## src/rtl/bakraid_pkg.sv

```systemverilog
// bakraid_pkg: register offsets, status bit positions and FSM states shared by the 68k-side sound mailbox.
package bakraid_pkg;
  localparam logic [1:0] SND_LATCH  = 2'd0;
  localparam logic [1:0] SND_LATCH2 = 2'd1;
  localparam logic [1:0] SND_NMI    = 2'd2;
  localparam logic [1:0] SND_IRQACK = 2'd3;
  localparam logic [1:0] SND_RPLY3  = 2'd0;
  localparam logic [1:0] SND_RPLY4  = 2'd1;
  localparam logic [1:0] SND_STAT   = 2'd2;
  localparam int ST_IRQ  = 0;
  localparam int ST_WAIT = 1;
  localparam int ST_TMO  = 2;
  typedef enum logic [2:0] {IDLE, WR_ACK, RD_WAIT, RD_ACK, HOLD} snd_state_t;
endpackage

```

## src/rtl/bakraid_pulse_stretch.sv

```systemverilog
// bakraid_pulse_stretch: retriggerable W-cycle pulse; a trigger while high reloads the count without a low gap.
module bakraid_pulse_stretch #(
  parameter int W = 4
) (
  input  logic CLK96,
  input  logic RESET96,
  input  logic trig,
  output logic pulse
);
  localparam int CW = $clog2(W + 1);
  logic [CW-1:0] cnt;
  always_ff @(posedge CLK96 or posedge RESET96)
    if (RESET96) cnt <= '0;
    else if (trig) cnt <= CW'(W);
    else if (cnt != '0) cnt <= cnt - CW'(1);
  assign pulse = cnt != '0;
endmodule

```

## src/rtl/bakraid_snd_mailbox.sv

```systemverilog
// bakraid_snd_mailbox: 68k end of the sound mailbox; latches commands to the Z80, stalls reads until the Z80 replies.
module bakraid_snd_mailbox
  import bakraid_pkg::*;
#(
  parameter int NMI_W = 4,
  parameter int TMO   = 9600,
  parameter int TW    = 14
) (
  input  logic        CLK96,
  input  logic        RESET96,
  input  logic        M68K_CS,
  input  logic [1:0]  M68K_ADDR,
  input  logic        M68K_RNW,
  input  logic        M68K_UDSN,
  input  logic        M68K_LDSN,
  input  logic [15:0] M68K_DIN,
  output logic [15:0] M68K_DOUT,
  output logic        M68K_DTACKN,
  output logic [7:0]  SOUNDLATCH,
  output logic [7:0]  SOUNDLATCH2,
  output logic        NMI_OUT,
  output logic        CS_OUT,
  input  logic        WAIT,
  input  logic [7:0]  SOUNDLATCH3,
  input  logic [7:0]  SOUNDLATCH4,
  input  logic        SNDIRQ,
  output logic        IRQ_OUT
);
  snd_state_t state, nxt;
  logic [1:0] addr_q, rd_addr;
  logic [TW-1:0] cnt;
  logic [15:0] status, rd_data;
  logic tmo_flag, sndirq_q, start, wr, rd_stall, nmi_trig, irq_ack, irq_rise, pulse;
  logic unused_din;
  assign unused_din = &{1'b0, M68K_DIN[15:8]};
  assign start = state == IDLE && M68K_CS && !(M68K_UDSN && M68K_LDSN);
  // UDS-only writes are acknowledged but have no side effect at all
  assign wr = start && !M68K_RNW && !M68K_LDSN;
  assign nmi_trig = wr && M68K_ADDR == SND_NMI;
  assign irq_ack = wr && M68K_ADDR == SND_IRQACK;
  assign irq_rise = SNDIRQ && !sndirq_q;
  assign rd_stall = WAIT && (M68K_ADDR == SND_RPLY3 || M68K_ADDR == SND_RPLY4);
  assign rd_addr = state == IDLE ? M68K_ADDR : addr_q;
  assign M68K_DTACKN = !(state == WR_ACK || state == RD_ACK || state == HOLD);
  always_comb begin
    status = '0;
    status[ST_IRQ] = IRQ_OUT;
    status[ST_WAIT] = WAIT;
    status[ST_TMO] = tmo_flag;
    rd_data = rd_addr == SND_RPLY3 ? {8'h00, SOUNDLATCH3} :
              rd_addr == SND_RPLY4 ? {8'h00, SOUNDLATCH4} :
              rd_addr == SND_STAT  ? status : 16'h0000;
  end
  always_comb begin
    nxt = state;
    case (state)
      IDLE:           if (start) nxt = M68K_RNW ? (rd_stall ? RD_WAIT : RD_ACK) : WR_ACK;
      RD_WAIT:        if (!WAIT || cnt == TW'(TMO - 1)) nxt = RD_ACK;
      WR_ACK, RD_ACK: nxt = HOLD;
      HOLD:           if (!M68K_CS || (M68K_UDSN && M68K_LDSN)) nxt = IDLE;
      default:        nxt = IDLE;
    endcase
  end
  always_ff @(posedge CLK96 or posedge RESET96)
    if (RESET96) begin
      state <= IDLE;
      addr_q <= '0;
      cnt <= '0;
      tmo_flag <= 1'b0;
      sndirq_q <= 1'b0;
      M68K_DOUT <= '0;
      SOUNDLATCH <= '0;
      SOUNDLATCH2 <= '0;
      IRQ_OUT <= 1'b0;
    end else begin
      state <= nxt;
      sndirq_q <= SNDIRQ;
      cnt <= state == RD_WAIT ? cnt + TW'(1) : '0;
      if (start) addr_q <= M68K_ADDR;
      // WAIT still high on leaving the stall means the counter expired
      if (state == RD_WAIT && nxt == RD_ACK) tmo_flag <= WAIT;
      if (nxt == RD_ACK) M68K_DOUT <= rd_data;
      if (wr && M68K_ADDR == SND_LATCH) SOUNDLATCH <= M68K_DIN[7:0];
      if (wr && M68K_ADDR == SND_LATCH2) SOUNDLATCH2 <= M68K_DIN[7:0];
      IRQ_OUT <= irq_rise || (IRQ_OUT && !irq_ack);
    end
  bakraid_pulse_stretch #(.W(NMI_W)) u_nmi (
    .CLK96(CLK96),
    .RESET96(RESET96),
    .trig(nmi_trig),
    .pulse(pulse)
  );
  assign NMI_OUT = pulse;
  assign CS_OUT = pulse;
endmodule
```

## config.mk

```make
export PLATFORM = sky130hd
export DESIGN_NAME = bakraid_snd_mailbox
export DESIGN_NICKNAME = d
export VERILOG_FILES = /design/src/rtl/bakraid_pkg.sv /design/src/rtl/bakraid_pulse_stretch.sv /design/src/rtl/bakraid_snd_mailbox.sv
export SDC_FILE = /design/constraint.sdc
export NUM_CORES = 1
export LEC_CHECK = 0
export CAP_MARGIN = 20
export CORE_MARGIN = 2
export CORE_UTILIZATION = 30
export CTS_CLUSTER_SIZE = 20
export DETAILED_ROUTE_END_ITERATION = 8
export GPL_ROUTABILITY_DRIVEN = 0
export SLEW_MARGIN = 10
export SYNTH_ARGS = -nofsm -noshare
export SYNTH_HDL_FRONTEND = slang
export SYNTH_HIERARCHICAL = 1
export SYNTH_SLANG_ARGS = --single-unit
```

## constraint.sdc

```tcl
create_clock -name CLK96 -period 2.95 [get_ports CLK96]
set_input_delay 0.59 -clock CLK96 [delete_from_list [all_inputs] [get_ports CLK96]]
set_output_delay 0.59 -clock CLK96 [all_outputs]
set_load 0.01 [all_outputs]
```

==> results.py <==
metrics = {
    "outcome": {
        "status": "finished, final reports clean",
    },
    "synthesis": {
        "async_flop_share": 1.000,
        "yosys.area_share.adder": 0.01472,
        "syn_inst": 230,
        "synth_mux_area_frac": 0.1217,
        "synth_edf_count": 0,
        "synth_compound_area_frac": 0.1070,
        "synth_top_family_by_area": "simple AND/OR/NAND/NOR gates",
        "ys_ff_latch": 49,
        "syn_area_per_cell_um2": 11.09,
        "netlist_area_um2": 2550,
        "synthSimpleGateAreaFrac": 0.1879,
        "ys.flop_type": "dfrtp_1",
        "synth-xor-area-share": 0.02748,
        "yosys_warnings": 6,
        "synth_seq_area_share": 0.4809,
        "ys_types": 45,
    },
    "critical_path": {
        "endpoint_kind": "output port",
        "crit_type": "register to output port",
        "critPathRequiredTime_ns": 2.36,
        "max_stage_delay_ns": 0.62,
        "startpoint_type": "register",
        "path_buf_inv": 1,
        "arrival_ns": 1.86,
        "cp_top_family": "flip-flops",
        "r2r-end": "SOUNDLATCH[5]",
        "r2r-start": "state[2]",
        "cp_cell_sequence": "nor2_1, mux2i_1, clkdlybuf4s50_1",
        "r2r_cells": 4,
        "slowest_stage": "dfrtp_1",
        "cp_max_fo": 13,
        "rrSetupSlack_ns": 0.78,
    },
    "timing": {
        "drv_slew": 0,
        "period_needed_ns": 2.447,
        "tns_ns": 0,
        "worst_slack_ns": 0.5029,
        "skew_ns": 0.006448,
        "tightestPinTransition_ns": 0.6250,
        "post-route-period-util": 0.8295,
        "fmax_mhz": 408.6,
        "timing.final.setup_violations": 0,
        "rsz0062_at_grt": "no",
        "hold_viol_final": 0,
        "max-slew-margin-rel": 0.5798,
    },
    "clock_tree": {
        "numCtsBuffers": 5,
        "postCtsHoldBufs": 0,
        "cts_tree": "built",
        "cts.sinks": 49,
        "cts_resized": 0,
        "postCtsSetupBuffers": 0,
        "path_clk_slew_ns": 0.09,
        "insertion_delay_ns": 0.30,
        "ctsRootBufferMaster": "clkbuf_8",
        "htree_levels": 2,
        "ctsLongestPathBuffers": 2,
    },
    "global_routing": {
        "grt_pass1_vias": 1919,
        "grt-ovfl-total": 0,
        "grt_usage": 0.1288,
        "antenna_found_initial": 0,
        "grt_max_degree": 30,
        "grt_pass1_wl_um": 9190,
    },
    "floorplan": {
        "start_util": 0.3103,
        "row_count": 33,
        "die_h_um": 96.20,
        "die-area_um2": 9253,
        "core_area_um2": 8217,
        "ios": 78,
        "die_w_um": 96.20,
    },
    "power_and_ir_drop": {
        "peakVddDrop_v": 0.0003473,
        "leakagePower_nw": 1.450,
        "power.density_nw_per_um2": 816.0,
    },
    "drt": {
        "wire_per_inst_um": 14.06,
        "firstDrtPassIters": 4,
        "viasPerCell": 4.776,
        "drc": 0,
        "vias": 1915,
        "met2_length_um": 2493,
        "totalWireLength_um": 5639,
        "antenna_left": 0,
        "top_layer": "met4",
        "wl_met3_um": 429,
        "wl_met1_um": 2649,
        "drt_iter0_drc": 65,
    },
    "placed_design": {
        "pre_cts_slack_ns": 0.4426,
        "dpl.hpwl_um": 4157,
        "numPortBuffers": 61,
    },
    "finish": {
        "syn2layout_area_growth_pct": 32.34,
        "final_util": 0.4107,
        "nFillCells": 787,
        "diodes": 0,
        "drive_above_1_share": 0.1655,
        "nNetsFinal": 340,
    },
    "hold_path": {
        "min_path_type": "primary input to async pin",
    },
    "run": {
        "maxCapViolations": 0,
    },
}
-- flip-flops by register name, indices dropped and copies added, names as in the netlist --
signal       flops
addr_q           2
M68K_DOUT        8
SOUNDLATCH2      8
SOUNDLATCH       8
cnt             14
state            3
tmo_flag         1
sndirq_q         1
IRQ_OUT          1
u_nmi/cnt        3
-- how the worst max path moves through the flow --
| stage | endpoint | depth (start not counted) | slack, ns | from |
|---|---|---|---|---|
| global placement | M68K_DOUT[7] | 5 | 0.47 | M68K_ADDR[1] |
| detailed placement | M68K_DOUT[7] | 5 | 0.44 | M68K_ADDR[1] |
| CTS | M68K_DTACKN | 3 | 0.47 | state[1] |
| global route | M68K_DTACKN | 3 | 0.41 | state[1] |
| floorplan | M68K_DOUT[3] | 6 | 0.97 | M68K_ADDR[1] |
| finish | M68K_DTACKN | 3 | 0.50 | state[1] |
-- where the power goes --
| part | internal, mW | leakage [nW] | switching [mW] |
|---|---|---|---|
| Clock | 0.276 | 0.0574 | 0.233 |
| Sequential | 0.876 | 0.632 | 0.184 |
| Combinational | 0.670 | 0.760 | 0.515 |
-- layout by cell type (no fill, tap or decap), types with 3 or more instances in the layout --
cell             Yosys  final
mux2i_1              4      4
a2bb2oi_1            3      3
a21boi_0             3      3
o21ai_0             14     14
clkdlybuf4s50_1      0     61
a211oi_1             4      4
and3_1               5      5
nand3_1             10     10
ha_1                 3      3
inv_1                9      8
or3_1                4      4
buf_4               13      7
nand2_1              5      5
nand4_1              5      5
a21oi_1             12     12
nor2_1              15     15
conb_1               1      8
nand3b_1             7      7
xor2_1               6      6
mux2_2              24     24
clkbuf_8             0      6
dfrtp_1             49     49
and4bb_2             3      3
-- worst reg2reg max path: stages, from the launching register on --
cell and delay, ns:
dfrtp_1 0.54, nor3_4 0.37, and4bb_1 0.30, nor3b_4 0.46
mux2_2 0.39
-- kinds of logic after synthesis --
| group | count (synthesis) |
|---|---|
| AOI/OAI and AO/OA | 44 |
| xor gates and xnor gates | 8 |
| adders and majority gates | 3 |
| buffers and inverters | 26 |
| DFF | 49 |
| muxes | 28 |
| other | 1 |
| and+or+nand+nor | 71 |
-- cells in the mapped netlist, drive strengths merged (3+ instances only) --
master	count	share of area
dfrtp	49	0.48
nor3b	3	0.013
o21ai	14	0.027
nand4	6	0.021
inv	9	0.013
xor2	6	0.021
a21boi	3	0.0088
nand2	5	0.0074
and3	5	0.012
or3	4	0.0098
buf	16	0.044
and4bb	4	0.020
a211oi	4	0.012
nand3	10	0.020
nand3b	7	0.021
a2bb2oi	3	0.010
mux2i	4	0.016
mux2	24	0.11
a21oi	13	0.027
ha	3	0.015
nor2	15	0.022
-- layer usage --
layer | up-vias | GRT usage
met1 | 916 | 0.1797
li1 | 944 | -
met5 | - | 0
met2 | 50 | 0.1829
met3 | 5 | 0.04777
met4 | 0 | 0.04286
-- metrics by stage --
stage	hold WS, ns	power (mW)	area (µm²)	cells
2_1_floorplan	0.3436	1.760	2576	237
3_3_place_gp	0.4872	2.242	3254	393
3_5_place_dp	0.4978	2.263	3254	393
4_1_cts	0.4821	2.789	3374	401
5_1_grt	0.5033	2.942	3374	401
6_report	0.4931	2.754	3374	401
-- final cells by class --
cell class,count,area [µm²],area share
sequential,49,1226,0.3634
multi-input combinational,162,1200,0.3556
timing repair buffer,68,663.1,0.1965
tap,105,131.4,0.03893
clock buffer,6,82.58,0.02447
clock inverter,2,37.54,0.01112
inverter,9,33.78,0.01001
(Power assumes the default switching activity.)
